`config.mk`:
```
export PLATFORM = sky130hd
export DESIGN_NAME = fp_divider
export DESIGN_NICKNAME = d
export VERILOG_FILES = /design/src/rtl/fp_divider.sv
export SDC_FILE = /design/constraint.sdc
export NUM_CORES = 1
export LEC_CHECK = 0
export CAP_MARGIN = 25
export CORE_MARGIN = 3
export CORE_UTILIZATION = 41
export CTS_CLUSTER_DIAMETER = 80
export DETAILED_ROUTE_END_ITERATION = 6
export SYNTH_ARGS = -nofsm -noshare
export SYNTH_HDL_FRONTEND = slang
export SYNTH_SLANG_ARGS = --single-unit
```
`constraint.sdc`:
```
create_clock -name clk -period 6.15 [get_ports clk]
set_clock_uncertainty 0.05 [all_clocks]
set_input_delay 1.23 -clock clk [delete_from_list [all_inputs] [get_ports clk]]
set_output_delay 1.23 -clock clk [all_outputs]
set_load 0.005 [all_outputs]
```
`src/rtl/fp_divider.sv`:
```
// Sequential IEEE-754 single-precision divider: 25-step restoring mantissa
// division with flush-to-zero, truncation and saturation, one-cycle done pulse.
module fp_divider (
    input  logic        clk,
    input  logic        rst_n,
    input  logic        start,
    input  logic [31:0] a,
    input  logic [31:0] b,
    output logic [31:0] q,
    output logic        busy,
    output logic        done
);

    typedef enum logic [2:0] {IDLE, CHECK, DIV, NORM, FIN} state_t;

    state_t      state_q, state_d;
    logic [31:0] a_q, a_d, b_q, b_d;
    logic [31:0] res_q, res_d, q_q, q_d;
    logic [24:0] r_q, r_d, qm_q, qm_d;
    logic [4:0]  cnt_q, cnt_d;
    logic        done_q, done_d;

    logic        sa, sb, sq;
    logic [7:0]  ea, eb;
    logic [22:0] fa, fb;
    logic        a_zero, b_zero, a_inf, b_inf, a_nan, b_nan;
    logic        spec_hit;
    logic [31:0] spec_val;
    logic [23:0] ma, mb;
    logic        ge;
    logic [24:0] r_sub;
    logic signed [9:0] e_norm;
    logic [22:0] mant;

    // Saturate the signed biased exponent into the final packed word.
    function automatic logic [31:0] pack_result(input logic sgn,
                                                input logic signed [9:0] e,
                                                input logic [22:0] m);
        if (e >= 10'sd255)
            return {sgn, 8'hFF, 23'd0};
        else if (e <= 10'sd0)
            return {sgn, 31'd0};
        else
            return {sgn, e[7:0], m};
    endfunction

    assign sa = a_q[31];
    assign sb = b_q[31];
    assign ea = a_q[30:23];
    assign eb = b_q[30:23];
    assign fa = a_q[22:0];
    assign fb = b_q[22:0];
    assign sq = sa ^ sb;
    assign ma = {1'b1, fa};
    assign mb = {1'b1, fb};

    // Denormals count as zero: only the exponent field decides.
    assign a_zero = (ea == 8'h00);
    assign b_zero = (eb == 8'h00);
    assign a_inf  = (ea == 8'hFF) && (fa == 23'd0);
    assign b_inf  = (eb == 8'hFF) && (fb == 23'd0);
    assign a_nan  = (ea == 8'hFF) && (fa != 23'd0);
    assign b_nan  = (eb == 8'hFF) && (fb != 23'd0);

    always_comb begin
        spec_hit = 1'b1;
        spec_val = 32'd0;
        if (a_nan || b_nan || (a_zero && b_zero) || (a_inf && b_inf))
            spec_val = 32'h7FC00000;
        else if (a_inf || b_zero)
            spec_val = {sq, 8'hFF, 23'd0};
        else if (a_zero || b_inf)
            spec_val = {sq, 31'd0};
        else
            spec_hit = 1'b0;
    end

    assign ge    = (r_q >= {1'b0, mb});
    assign r_sub = ge ? (r_q - {1'b0, mb}) : r_q;

    always_comb begin
        if (qm_q[24]) begin
            mant   = qm_q[23:1];
            e_norm = $signed({2'b00, ea}) - $signed({2'b00, eb}) + 10'sd127;
        end else begin
            mant   = qm_q[22:0];
            e_norm = $signed({2'b00, ea}) - $signed({2'b00, eb}) + 10'sd126;
        end
    end

    always_comb begin
        state_d = state_q;
        a_d     = a_q;
        b_d     = b_q;
        res_d   = res_q;
        q_d     = q_q;
        r_d     = r_q;
        qm_d    = qm_q;
        cnt_d   = cnt_q;
        done_d  = 1'b0;
        case (state_q)
            IDLE: begin
                if (start) begin
                    a_d     = a;
                    b_d     = b;
                    state_d = CHECK;
                end
            end
            CHECK: begin
                if (spec_hit) begin
                    res_d   = spec_val;
                    state_d = FIN;
                end else begin
                    r_d     = {1'b0, ma};
                    qm_d    = 25'd0;
                    cnt_d   = 5'd24;
                    state_d = DIV;
                end
            end
            DIV: begin
                qm_d[cnt_q] = ge;
                r_d         = {r_sub[23:0], 1'b0};
                if (cnt_q == 5'd0)
                    state_d = NORM;
                else
                    cnt_d = cnt_q - 5'd1;
            end
            NORM: begin
                res_d   = pack_result(sq, e_norm, mant);
                state_d = FIN;
            end
            FIN: begin
                // q and done update on the same edge so q never changes early.
                q_d     = res_q;
                done_d  = 1'b1;
                state_d = IDLE;
            end
            default: state_d = IDLE;
        endcase
    end

    always_ff @(posedge clk or negedge rst_n) begin
        if (!rst_n) begin
            state_q <= IDLE;
            a_q     <= 32'd0;
            b_q     <= 32'd0;
            res_q   <= 32'd0;
            q_q     <= 32'd0;
            r_q     <= 25'd0;
            qm_q    <= 25'd0;
            cnt_q   <= 5'd0;
            done_q  <= 1'b0;
        end else begin
            state_q <= state_d;
            a_q     <= a_d;
            b_q     <= b_d;
            res_q   <= res_d;
            q_q     <= q_d;
            r_q     <= r_d;
            qm_q    <= qm_d;
            cnt_q   <= cnt_d;
            done_q  <= done_d;
        end
    end

    assign q    = q_q;
    assign done = done_q;
    assign busy = (state_q != IDLE);

endmodule

```
==> results of run 1 <==
state kept, by name (all words and copies together), names as in the netlist:
register,count
res_q,32
qm_q,25
a_q,32
b_q,32
cnt_q,5
q,32
done,1
state_q,3
r_q,25
synthesized netlist by cell type, drive strengths merged (20+ instances only):
library cell  count  share of area, %
nand2           140               5.2
mux2i            42               4.1
clkbuf           39               1.4
a21oi            49               2.5
xnor2            24               2.1
mux2             68               7.5
o21ai            93               5.3
inv              44               1.6
nand3            62               3.1
dfrtp           187                46
nor4             20               1.2
ha               40               4.9
and3             20               1.2
nor2             34               1.3
logic make-up (layout without fill, tap and decap cells):
| group | after synthesis | in the layout | share of synthesized area [%] |
|---|---|---|---|
| compound gates | 209 | 209 | 13.15 |
| fa+ha+maj | 41 | 41 | 5.116 |
| simple gates | 345 | 345 | 16.47 |
| mux | 110 | 110 | 11.66 |
| buf+inv | 96 | 187 | 3.972 |
| xor+xnor | 39 | 39 | 3.640 |
| flops | 187 | 187 | 46.00 |
worst min path at each step:
stage / startpoint / endpoint / slack, ns / cells after the start
final: res_q[7]$_DFFE_PN0P_ / res_q[7]$_DFFE_PN0P_ / 0.43 / 2
after global routing: res_q[6]$_DFFE_PN0P_ / res_q[6]$_DFFE_PN0P_ / 0.45 / 2
after CTS: res_q[11]$_DFFE_PN0P_ / res_q[11]$_DFFE_PN0P_ / 0.43 / 2
after detailed placement: res_q[11]$_DFFE_PN0P_ / res_q[11]$_DFFE_PN0P_ / 0.41 / 2
after global placement: res_q[2]$_DFFE_PN0P_ / res_q[2]$_DFFE_PN0P_ / 0.41 / 2
after floorplan: res_q[0]$_DFFE_PN0P_ / res_q[0]$_DFFE_PN0P_ / 0.39 / 2
final cells by class:
class	count	area [µm²]
Inverter	44	165.2
Tap cell	324	405.4
Multi-Input combinational cell	744	5101
Clock inverter	13	160.2
Fill cell	2254	12240
Timing Repair Buffer	112	1135
Clock buffer	18	429.2
Sequential cell	187	4679
power groups by stage:
stage / sequential (W) / clock, W / combinational (W)
finish: 0.00202 / 0.00112 / 0.00427
global route: 0.00208 / 0.00119 / 0.00478
CTS: 0.00202 / 0.00115 / 0.00424
detailed placement: 0.00204 / 0 / 0.00420
global placement: 0.00203 / 0 / 0.00415
floorplan: 0.00191 / 0 / 0.00333
stage by stage:
| step | util (%) | total power, W | instance area, µm² | worst slack [ns] | instances |
|---|---|---|---|---|---|
| finish | 49.65 | 0.007408 | 12080 | 2.089 | 1442 |
| global placement | 47.00 | 0.006183 | 11430 | 2.253 | 1409 |
| global route | 49.65 | 0.008052 | 12080 | 1.718 | 1442 |
| CTS | 49.43 | 0.007404 | 12020 | 2.085 | 1440 |
| floorplan | - | 0.005234 | 10170 | 2.603 | 1027 |
| detailed placement | 47.00 | 0.006243 | 11430 | 2.121 | 1409 |
worst min-delay path: stages, from the launching register on:
cell and delay [ns]:
dfrtp_1 0.34, nand2_1 0.06, o21ai_2 0.05
layer usage:
metal  up-vias  GRT usage (%)  wire length (µm)
met4         2          4.691               271
met3        18          3.677              1012
met5         -              0                13
met1      3812          26.65             11810
li1       3812              -                 -
met2       143          29.86             11240
==> results.md, run 1 <==
- Outcome: complete, no violations
- Flops & latches, synth: 187
- Minimum clock period: 4.061 ns
- Core area: 24320 µm²
- Total nets after synthesis: ~1100
- CP top delay family: simple AND/OR/NAND/NOR gates
- DP HPWL: 17040 µm
- Yosys cell types: around 70
- Yosys warns: 0
- Largest stage delay on the critical path: 0.48 ns
- FF-to-FF Start: b_q[24]$_DFFE_PN0P_
- Comb power frac: about 58%
- Relative slew margins: 35.28%
- Sequential share of power: 27.3%
- Worst setup EP type: flip-flop
- Commonest non-fill, non-tap cell in the layout: dfrtp_1
- DRT iter0 DRCs: 486
- Period utilisation layout: between 60 and 70%
- I/O Buffers: 100
- Async SR Flop Fraction: 100.0%
- Final setup vio count: 0
- EDFF count, synth: 0
- Routability cong.: about 0.86
- GRT Util Overall: between 10% and 20%
- TritonCTS clock tree: built
- Routed vias: 7787
- Num ports: 101
- Total grt overflow: 0
- CP Cell Sequence: inv_1 > ha_1 > nor2b_1 > nor2_1 > xor2_1 > ha_1 > nor4b_1 > nand2_1 > mux2_2 > nand2_1 > xnor2_1 > or4b_1 > nor3_2 > or4b_4 > o21ai_0
- Setup Buffers After CTS: 0
- Vias per cell: 5.400
- RSZ-0062 raised after global routing: no
- CTS max path bufs: 2
- Clock-pin slew on the worst setup and hold paths: 0.08 ns
- Worst Setup Path Type: reg2reg
- Arr. time, crit path: 4.31 ns
- Hold buffers post-CTS: 0
- Max Transition Viols Final: 0
- Post-synth top flop: dfrtp_1
- Switching part of the total: 44.16%
- First-pass GRT wire length: a little over 40000 µm
- CTS Buf Count: 17
- WL/cell: between 15 and 20 µm
- Post-Syn Area per Cell: 9.906 µm²
- Leakage power: 5.219 nW
- Antenna Violating Nets Remaining: 0
- CP Capture Point: res_q[1]$_DFFE_PN0P_
- H-tree depth: 4
- Post-layout net count: 1214
- CP startpoint kind: flip-flop
- Vias in the first global route: around 8000
- Detailed Routing Iterations Pass 1: 5
- Largest net degree at the start of global routing: 80
- Initial Utilization: 41.83%
- CP Depth: 15
- Cell count after synthesis: 1027
- Final hold slack: 0.4295 ns
- CTS Sinks: between 150 and 200
- Share of cells above drive strength 1: between 10% and 20%
- Die ar.: 26740 µm²
- Worst Path Required: ~6.4 ns
- Sequential fraction of the synthesis area: 46.00%
- Setup TNS: 0 ns
- Critical Path Source: b_q[24]$_DFFE_PN0P_
- Hold Path Class: reg2reg
- Maximum clock frequency: 246.2 MHz
- Residual DRC: 0
- WL final: 24350 µm
- PwrDens: between 600 and 700 nW/µm²
- Die Span Y: 163.5 µm
- R2r worst-path depth: 15
- P&R area growth vs syn: 18.69%
- R2R Setup Slk: 2.09 ns
- Fin. Hold Viols: 0
- Most frequent cells in the layout: dfrtp_1, nand2_1, clkdlybuf4s50_1
- Row Count: 57
- Share of total power in the clock network: 15.1%
- Initial antenna violation count: 1
- Die X: approximately 160 µm
- Critical Path Fanout Max: 22
- R2R Path End: res_q[1]$_DFFE_PN0P_
- Crit path buffers/inverters: 1
- Synth Cell Area: 10170 µm²
- Root Buffer: clkbuf_16
- Internal: between 0.004 and 0.005 W
- Maximum resistive drop on vdd: 0.3138 mV
- Max stage delay cell, worst path: or4b_1
- Cells resized by post-CTS repair: 0
- Clk_lat worst skew: 0.44 ns
- Switching power: approximately 0.0033 W
- Max_cap viols: 0
- Worst slew pin tran: 0.9684 ns
- Ant. Diodes: 0
(Power assumes the default switching activity.)
==> inputs of run 2 (changes only) <==
- clock period: 6.15 -> 4.18 ns (I/O delays scaled with it)
==> run 2 against run 1 <==
Design area grew 0.68%. Critical path depth grew 1. Critical path type unchanged. Global-route usage is essentially flat. Clock power grew 38%. First-iteration DRC count grew 9.9%. Worst setup slack lost 1.8 ns.
==> results.md, run 2 (synthesis gave the netlist of run 1 again) <==
- CP Cell Sequence: inv_1 > ha_1 > nor2b_2 > nor2_2 > xor2_1 > ha_2 > nor4b_1 > nand2_1 > mux2_2 > nand2_1 > xnor2_1 > or4b_1 > nor3_4 > or4b_4 > buf_12 > o21ai_2 (was inv_1 > ha_1 > nor2b_1 > nor2_1 > xor2_1 > ha_1 > nor4b_1 > nand2_1 > mux2_2 > nand2_1 > xnor2_1 > or4b_1 > nor3_2 > or4b_4 > o21ai_0)
- Hold Path Class: in2async (was reg2reg)
- CP Capture Point: res_q[3]$_DFFE_PN0P_ (was res_q[1]$_DFFE_PN0P_)
- RSZ-0062 raised after global routing: no (unchanged)
- Maximum resistive drop on vdd: 0.4531 mV (was 0.3138 mV)
- Setup TNS: 0 ns (unchanged)
- Critical Path Source: b_q[24]$_DFFE_PN0P_ (unchanged)
- Die ar.: 26740 µm² (unchanged)
- Fin. Hold Viols: 0 (unchanged)
- PwrDens: 900.6 nW/µm² (was 613.5 nW/µm²)
- Post-Place Cells: 1412 (was 1409)
- DRT iter0 DRCs: 534 (was 486)
- Setup ws final: 0.2620 ns (was 2.089 ns)
- Total grt overflow: 0 (unchanged)
- DP HPWL: 17100 µm (was 17040 µm)
- Ant. Diodes: 0 (unchanged)
- TritonCTS clock tree: built (unchanged)
- CTS max path bufs: 2 (unchanged)
- Die X: 163.5 µm (unchanged)
- WL final: 24730 µm (was 24350 µm)
- CP startpoint kind: flip-flop (unchanged)
- Max stage delay cell, worst path: or4b_1 (unchanged)
- Worst Path Required: 4.44 ns (was 6.40 ns)
- R2R Path End: res_q[3]$_DFFE_PN0P_ (was res_q[1]$_DFFE_PN0P_)
- Worst slew pin tran: 1.029 ns (was 0.9684 ns)
- Commonest non-fill, non-tap cell in the layout: dfrtp_1 (unchanged)
- Arr. time, crit path: 4.18 ns (was 4.31 ns)
- P&R area growth vs syn: 19.51% (was 18.69%)
- Hold buffers post-CTS: 0 (unchanged)
- Num ports: 101 (unchanged)
- Final cell count without fillers: 1448 (was 1442)
- First-pass GRT wire length: 40310 µm (was 40600 µm)
- CTS Buf Count: 17 (unchanged)
- Initial Utilization: 41.83% (unchanged)
- H-tree depth: 4 (unchanged)
- Residual DRC: 0 (unchanged)
- Clk_lat worst skew: 0.43 ns (was 0.44 ns)
- I/O Buffers: 100 (unchanged)
- CTS Sinks: 187 (unchanged)
- Relative slew margins: 31.26% (was 35.28%)
- Root Buffer: clkbuf_16 (unchanged)
- Vias in the first global route: 7774 (was 7830)
- Largest net degree at the start of global routing: 95 (was 80)
- Total power: 0.01095 W (was 0.007408 W)
- Row Count: 57 (unchanged)
- FF-to-FF Start: b_q[24]$_DFFE_PN0P_ (unchanged)
- R2R Setup Slk: 0.26 ns (was 2.09 ns)
- Vias per cell: 5.393 (was 5.400)
- R2r worst-path depth: 16 (was 15)
- Detailed Routing Iterations Pass 1: 5 (unchanged)
- Clock-pin slew on the worst setup and hold paths: 0.07 ns (was 0.08 ns)
- Share of cells above drive strength 1: 13.97% (was 13.15%)
- Worst Setup Path Type: reg2reg (unchanged)
- Outcome: complete, no violations (unchanged)
- Final hold slack: 0.3731 ns (was 0.4295 ns)
- Critical Path Fanout Max: 6 (was 22)
- Maximum clock frequency: 255.2 MHz (was 246.2 MHz)
- Routability cong.: 0.8600 (was 0.8649)
- Routed vias: 7809 (was 7787)
- Antenna Violating Nets Remaining: 0 (unchanged)
- GRT Util Overall: 18.85% (was 18.83%)
- Final setup vio count: 0 (unchanged)
- Initial antenna violation count: 0 (was 1)
- Top cell by count, worst path: nand2_1
- WL/cell: 17.08 µm (was 16.88 µm)
- Most frequent cells in the layout: dfrtp_1, nand2_1, clkdlybuf4s50_1 (unchanged)
- Max Transition Viols Final: 0 (unchanged)
- Largest stage delay on the critical path: 0.52 ns (was 0.48 ns)
- Minimum clock period: 3.918 ns (was 4.061 ns)
- DP Worst Slack: 0.2124 ns (was 2.121 ns)
- Max_cap viols: 0 (unchanged)
- Worst setup EP type: flip-flop (unchanged)
- Period utilisation layout: 93.73% (was 66.04%)
- Die Span Y: 163.5 µm (unchanged)
- Post-layout net count: 1219 (was 1214)
- Leakage power: 5.241 nW (was 5.219 nW)
- Core area: 24320 µm² (unchanged)
## run 2: changes by cell type in the layout (fill, tap and decap cells not counted), moves of 2 or more
cell and change:
buf_12 +5, bufinv_16 -2, clkbuf_8 +5, clkinvlp_4 +2, inv_6 -3
## run 2: repair_timing
| item | in CTS | in global routing |
|---|---|---|
| buffers inserted | 0 | 2 |
| resized for setup | 0 | 8 |
| endpoints found under the setup margin | 0 | 22 |
## run 2: routing by layer
metal / routed length, µm / vias up / global-route usage, %
li1: - / 3838 / -
met1: 11720 / 3781 / 26.69
met2: 11420 / 168 / 29.77
met3: 1228 / 22 / 3.601
met4: 352 / 0 / 5.037
met5: 0 / - / 0
## run 2: power breakdown
group | internal [W] | switching, W
logic | 0.00283 | 0.00361
clock network | 0.000844 | 0.000706
registers | 0.00244 | 0.000519
total | 0.00611 | 0.00484
## run 2: cell type report
type                            count  area (µm²)
Fill cell                        2274       12160
Multi-Input combinational cell    745        5141
Sequential cell                   187        4679
Timing Repair Buffer              116        1207
Clock buffer                       24       501.7
Tap cell                          324       405.4
Inverter                           44       165.2
Clock inverter                      8       57.56
## run 2: how the worst min path moves through the flow
stage / from / endpoint / slack [ns] / cells after the start
3_3_place_gp: res_q[7]$_DFFE_PN0P_ / res_q[7]$_DFFE_PN0P_ / 0.41 / 2
5_1_grt: rst_n / a_q[19]$_DFFE_PN0P_ / 0.44 / 1
2_1_floorplan: res_q[0]$_DFFE_PN0P_ / res_q[0]$_DFFE_PN0P_ / 0.39 / 2
3_5_place_dp: res_q[10]$_DFFE_PN0P_ / res_q[10]$_DFFE_PN0P_ / 0.41 / 2
6_report: rst_n / a_q[19]$_DFFE_PN0P_ / 0.37 / 1
4_1_cts: res_q[10]$_DFFE_PN0P_ / res_q[10]$_DFFE_PN0P_ / 0.43 / 2
## run 2: per-stage QoR
| stage | utilization, % | cell area (µm²) |
|---|---|---|
| after global placement | 47.25 | 11490 |
| after CTS | 49.55 | 12050 |
| after global routing | 49.99 | 12160 |
| after detailed placement | 47.25 | 11490 |
| after floorplan | - | 10170 |
| final | 49.99 | 12160 |
## run 2: worst max-delay path, delay by kind of cell, from the launching register on
kind | cells | cell delay, ns
AOI/OAI and AO/OA | 1 | 0.05
xor gates and xnor gates | 2 | 0.41
adders and majority gates | 2 | 0.56
buffers and inverters | 2 | 0.20
DFF | 1 | 0.37
muxes | 1 | 0.28
and+or+nand+nor | 8 | 1.89
==> inputs of run 3 (changes only) <==
- CORE_MARGIN: 3 -> unset
==> run 3 against run 2 <==
Register-to-register slack worse by 0.06 ns. Non-clock buffer count increased by 1. Sequential share of layout area hardly changed. Sequential cell count unchanged. Fmax is 1.6% lower. Sequential power about the same. Worst hold slack better by 0.043 ns. Clock-buffer cell count down 5. Clock power up 8%. Critical path depth shrank 2. Final cell count is the same. Critical path type unchanged. Critical endpoint is now res_q[20]$_DFFE_PN0P_.
==> results.md, run 3 (synthesis gave the netlist of run 1 again) <==
- Outcome: complete, no violations (unchanged)
- First-pass GRT wire length: 40830 µm (was 40310 µm)
- RSZ-0062 raised after global routing: no (unchanged)
- Vias per cell: 5.409 (was 5.393)
- Setup Buffers After CTS: 0 (unchanged)
- Total grt overflow: 0 (unchanged)
- Routed vias: 7832 (was 7809)
- Maximum clock frequency: 251.3 MHz (was 255.2 MHz)
- Max Transition Viols Final: 0 (unchanged)
- Hold buffers post-CTS: 0 (unchanged)
- Largest net degree at the start of global routing: 95 (unchanged)
- Arr. time, crit path: 4.25 ns (was 4.18 ns)
- Vias in the first global route: 7746 (was 7774)
- Sequential share of power: 26.8% (was 27.0%)
- Share of total power in the clock network: 15.2% (was 14.2%)
- Die X: 159.5 µm (was 163.5 µm)
- Detailed Routing Iterations Pass 1: 4 (was 5)
- Commonest non-fill, non-tap cell in the layout: dfrtp_1 (unchanged)
- R2r worst-path depth: 14 (was 16)
- Period utilisation layout: 95.22% (was 93.73%)
- Switching power: 0.004841 W (was 0.004836 W)
- CTS Buf Count: 17 (unchanged)
- Fin. Hold Viols: 0 (unchanged)
- Worst slew pin tran: 0.9848 ns (was 1.029 ns)
- CTS max path bufs: 2 (unchanged)
- Fillers: 2288 (was 2274)
- DRT iter0 DRCs: 491 (was 534)
- R2R Setup Slk: 0.20 ns (was 0.26 ns)
- Core area: 24320 µm² (unchanged)
- Ant. Diodes: 0 (unchanged)
- Die Span Y: 159.5 µm (was 163.5 µm)
- Share of cells above drive strength 1: 13.88% (was 13.97%)
- Initial antenna violation count: 0 (unchanged)
- FF-to-FF Start: a_q[24]$_DFFE_PN0P_ (was b_q[24]$_DFFE_PN0P_)
- Relative slew margins: 34.19% (was 31.26%)
- P&R area growth vs syn: 19.54% (was 19.51%)
- TritonCTS clock tree: built (unchanged)
- Worst setup EP type: flip-flop (unchanged)
- Switching part of the total: 43.87% (was 44.17%)
- Initial Utilization: 41.83% (unchanged)
- CTS Sinks: 187 (unchanged)
- Die ar.: 25450 µm² (was 26740 µm²)
- Post-layout net count: 1221 (was 1219)
- FF+latch area: 4679 µm² (unchanged)
- WL/cell: 17.11 µm (was 17.08 µm)
- Final setup vio count: 0 (unchanged)
- WL final: 24770 µm (was 24730 µm)
- Max_cap viols: 0 (unchanged)
- I/O Buffers: 100 (unchanged)
- Row Count: 57 (unchanged)
- H-tree depth: 4 (unchanged)
- Clk_lat worst skew: 0.44 ns (was 0.43 ns)
- R2R Path End: res_q[20]$_DFFE_PN0P_ (was res_q[3]$_DFFE_PN0P_)
- Minimum clock period: 3.980 ns (was 3.918 ns)
- Most frequent cells in the layout: dfrtp_1, nand2_1, clkdlybuf4s50_1 (unchanged)
- Area of the multi-input gates: 5149 µm² (was 5141 µm²)
- Leakage power: 5.260 nW (was 5.241 nW)
- Hold Path Class: in2async (unchanged)
- Routability cong.: 0.9083 (was 0.8600)
- Total power: 0.01104 W (was 0.01095 W)
- Critical Path Fanout Max: 11 (was 6)
- Internal: 0.006194 W (was 0.006113 W)
- Comb power frac: 58.0% (was 58.8%)
- Setup TNS: 0 ns (unchanged)
- Root Buffer: clkbuf_16 (unchanged)
- PwrDens: 907.4 nW/µm² (was 900.6 nW/µm²)
- Worst Path Required: 4.45 ns (was 4.44 ns)
- Setup ws final: 0.1999 ns (was 0.2620 ns)
- Antenna Violating Nets Remaining: 0 (unchanged)
- DP Worst Slack: 0.1847 ns (was 0.2124 ns)
- Worst Setup Path Type: reg2reg (unchanged)
- Num ports: 101 (unchanged)
- Residual DRC: 0 (unchanged)
- Cells resized by post-CTS repair: 0 (unchanged)
- GRT Util Overall: 20.03% (was 18.85%)
- CP startpoint kind: flip-flop (unchanged)
- DP HPWL: 17170 µm (was 17100 µm)
- Maximum resistive drop on vdd: 0.3809 mV (was 0.4531 mV)
- Clock-pin slew on the worst setup and hold paths: 0.07 ns (about the same)
-- run 3: changes by cell type in the layout (fill, tap and decap cells not counted), moves of 2 or more --
cell and delta:
buf_12 -4, buf_4 +5, bufinv_16 +3, clkbuf_1 -2, clkbuf_8 -3, clkinv_2 +2, clkinv_4 +3, clkinvlp_4 -4
-- run 3: metal layers --
layer / part of all wire, % / wire length, µm / vias up / global-route usage [%]
met3: 3.8 / 936 / 22 / 3.725
met5: 0 / 0 / - / 0
met1: 50 / 12270 / 3828 / 28.10
met4: 1.4 / 339 / 0 / 5.507
li1: - / - / 3841 / -
met2: 45 / 11230 / 141 / 31.64
-- run 3: worst max-delay path by stage --
stage | start | to | depth (start not counted)
after CTS | a_q[24]$_DFFE_PN0P_ | res_q[1]$_DFFE_PN0P_ | 14
final | a_q[24]$_DFFE_PN0P_ | res_q[20]$_DFFE_PN0P_ | 14
after floorplan | a_q[24]$_DFFE_PN0P_ | res_q[10]$_DFFE_PN0P_ | 15
after detailed placement | a_q[24]$_DFFE_PN0P_ | res_q[1]$_DFFE_PN0P_ | 14
after global placement | a_q[24]$_DFFE_PN0P_ | res_q[1]$_DFFE_PN0P_ | 14
after global routing | b_q[24]$_DFFE_PN0P_ | res_q[3]$_DFFE_PN0P_ | 15
-- run 3: layout make-up --
cell class / instances / area share (%)
Sequential cell: 187 / 38.48
Multi-Input combinational cell: 746 / 42.34
Clock buffer: 19 / 3.724
Inverter: 44 / 1.358
Timing Repair Buffer: 117 / 9.578
Clock inverter: 11 / 1.193
Tap cell: 324 / 3.333
-- run 3: per-stage QoR --
stage	hold WS [ns]	cells	utilization [%]	area, µm²
after floorplan	0.3944	1027	-	10170
after global placement	0.4099	1415	47.24	11490
after detailed placement	0.4166	1415	47.24	11490
after CTS	0.4331	1445	49.70	12090
after global routing	0.4588	1448	50.01	12160
final	0.4164	1448	50.01	12160
-- run 3: worst max-delay path, stage by stage (launching register included) --
cell and delay [ns]:
dfrtp_1 0.41, ha_1 0.35, nor2b_1 0.17, nor2_1 0.17, xor2_1 0.24, ha_2 0.25, nor4b_1 0.25, nand2_1 0.08
mux2_2 0.27, nand2_1 0.16, xnor2_1 0.19, or4b_1 0.52, nor3_4 0.30, or4b_4 0.35, o21ai_2 0.09
-- run 3: power by group through the flow --
stage	registers [W]	logic (W)	clock network, W
after floorplan	0.00280	0.00490	0
after global placement	0.00298	0.00620	0
after detailed placement	0.00299	0.00626	0
after CTS	0.00296	0.00630	0.00171
after global routing	0.00305	0.00711	0.00178
final	0.00296	0.00640	0.00168
==> edit: new RTL, config.mk and constraints of run 2 <==
Register the inputs `start`, `a` and `b` before use. The logic sees them one clock later.
--- a/src/rtl/fp_divider.sv
+++ b/src/rtl/fp_divider.sv
@@ -13,4 +13,14 @@
 
     typedef enum logic [2:0] {IDLE, CHECK, DIV, NORM, FIN} state_t;
+
+    logic start_q;
+    logic [31:0] a_r;
+    logic [31:0] b_r;
+
+    always_ff @(posedge clk) begin
+        start_q <= start;
+        a_r     <= a;
+        b_r     <= b;
+    end
 
     state_t      state_q, state_d;
@@ -101,7 +111,7 @@
         case (state_q)
             IDLE: begin
-                if (start) begin
-                    a_d     = a;
-                    b_d     = b;
+                if (start_q) begin
+                    a_d     = a_r;
+                    b_d     = b_r;
                     state_d = CHECK;
                 end
Check against the original RTL: not equivalent (a bounded check fails within 4 cycles, from zero or initial values and one cycle with rst_n low).
==> edit against run 2 <==
  * Routed wire length is 6.8% higher
  * Sequential cell count rose by 65
  * Count of clock-buffer cells in the layout increased by 19
  * Die area increased by 14%
  * Area after synthesis rose by 14%
  * Final area grew 15%
  * Worst setup slack gained 0.093 ns
  * Total power increased by 17%
  * Largest power group unchanged
==> edit: results (changes against run 2) <==
[route]
drt-total-wl_um = 26400  ; +6.8%
drt-initial-drc-count = 385  ; -28%
route.met2.wl_um = 12700  ; +11%
wl_met1_um = 12100  ; +2.9%
dr.pass1.iters = 5  ; unchanged
wl_met3_um = 980  ; -20%
viasPerCell = 5.20  ; -3.5%

[yosys]
synth_fa_ha_area_share_pct = 4.47  ; -0.64 points
synth-xor-area-share_pct = 2.40  ; -1.2 points
synthTopCellsByCount = dfrtp_1 (187), nand2_1 (121), o21ai_0 (79)
synthTopCellsByArea = dfrtp_1 (40%), dfxtp_1 (11%), mux2_2 (6.3%)
synth_nets = 1217  ; +7.2%
synth_compound_area_share_pct = 13.6  ; +0.44 points
synth_warnings = 0  ; unchanged
yosysSeqAreaShare_pct = 51.4  ; +5.4 points
synthArstFlopShare_pct = 74.2  ; -26 points
synth_mux_area_share_pct = 10.1  ; -1.6 points
ys_types = 76  ; +7.0%

[global_route]
grt_max_degree = 99  ; +4.2%
grt_pass1_wl_um = 43100  ; +6.8%
use_met1_pct = 23.2  ; -3.5 points
grt_pass1_vias = 8178  ; +5.2%
grt.met3_usage_pct = 2.84  ; -0.76 points
track_usage_pct = 17.1  ; -1.7 points
use_met2_pct = 28.5  ; -1.2 points

[layout]
fill_cells = 2494  ; +9.7%
nets = 1310  ; +7.5%
layout-drive-gt1-share_pct = 13.7  ; -0.22 points

[critical_path]
crit_path_max_incr_delay_ns = 0.46  ; -0.06 ns
slowest_stage = or3_1
worstPathArrival_ns = 4.23  ; +0.05 ns
path_max_fanout = 12  ; +6

[clock_network]
clock_latency_ns = 0.54  ; +0.11 ns
cts_buffer_depth = 3  ; +1
h-tree-depth = 1  ; -3
numCtsBuffers = 28  ; +11

[power_and_ir_drop]
ir_worst_vdd_mv = 0.660  ; +46%
p_leak_nw = 5.99  ; +14%

[placed_design]
dpl_worst_slack_ns = 0.197  ; -0.0153 ns
placed_area_um2 = 13000  ; +13%
hpwl_um = 18200  ; +6.4%

[timing]
slew_headroom_pct = 41.4  ; +10 points

[status]
status = completed

[edit: cell count changes in the layout (fill, tap and decap cells not counted), sizes merged, moves of 5 or more]
| cell | before | now |
|---|---|---|
| nand2 | 140 | 121 |
| dfxtp | 0 | 65 |
| clkbuf | 25 | 44 |
| xnor2 | 24 | 19 |
| a211oi | 0 | 12 |
| o21ai | 93 | 104 |
| inv | 46 | 55 |
| nor3b | 2 | 7 |
| o31ai | 10 | 5 |
| and3 | 20 | 11 |
| or3 | 1 | 12 |
[edit: stage by stage]
step	instances	util [%]
finish	1600	50.4
global route	1600	50.4
CTS	1597	50.1
detailed placement	1547	46.7
global placement	1546	46.6
floorplan	1109	-
[edit: final cells by class]
class / instances / area share [%]
inverters: 54 / 1.44
multi-input cells: 751 / 37.4
repair buffers: 115 / 8.42
clock buffers: 43 / 6.05
clock inverters: 7 / 0.660
well taps: 378 / 3.37
flip-flops and latches: 252 / 42.6
[edit: power breakdown]
group	leakage (nW)	switching, mW	internal, mW	total [mW]
Combinational	2.60	3.83	2.79	6.62
Clock	0.464	0.985	1.52	2.50
Sequential	2.93	0.518	3.12	3.64
Total	5.99	5.34	7.43	12.8
[edit: cells by family after synthesis]
logic type	after synthesis
buffers and inverters	107
muxes	109
adders and majority gates	41
DFF	252
xor gates and xnor gates	31
AOI/OAI and AO/OA	238
and+or+nand+nor	331
[edit: path summary, 6_finish.rpt]
kind | startpoint | slack [ns] | depth (start not counted) | to
max | a_q[24] | 0.36 | 14 | res_q[8]
min | rst_n | 0.32 | 1 | res_q[29]
max reg2reg | a_q[24] | 0.36 | 14 | res_q[8]
min reg2reg | b_r[26] | 0.38 | 2 | b_q[26]
max in group asynchronous | rst_n | 2.88 | 2 | q[8]
min in group clk | b_r[26] | 0.38 | 2 | b_q[26]
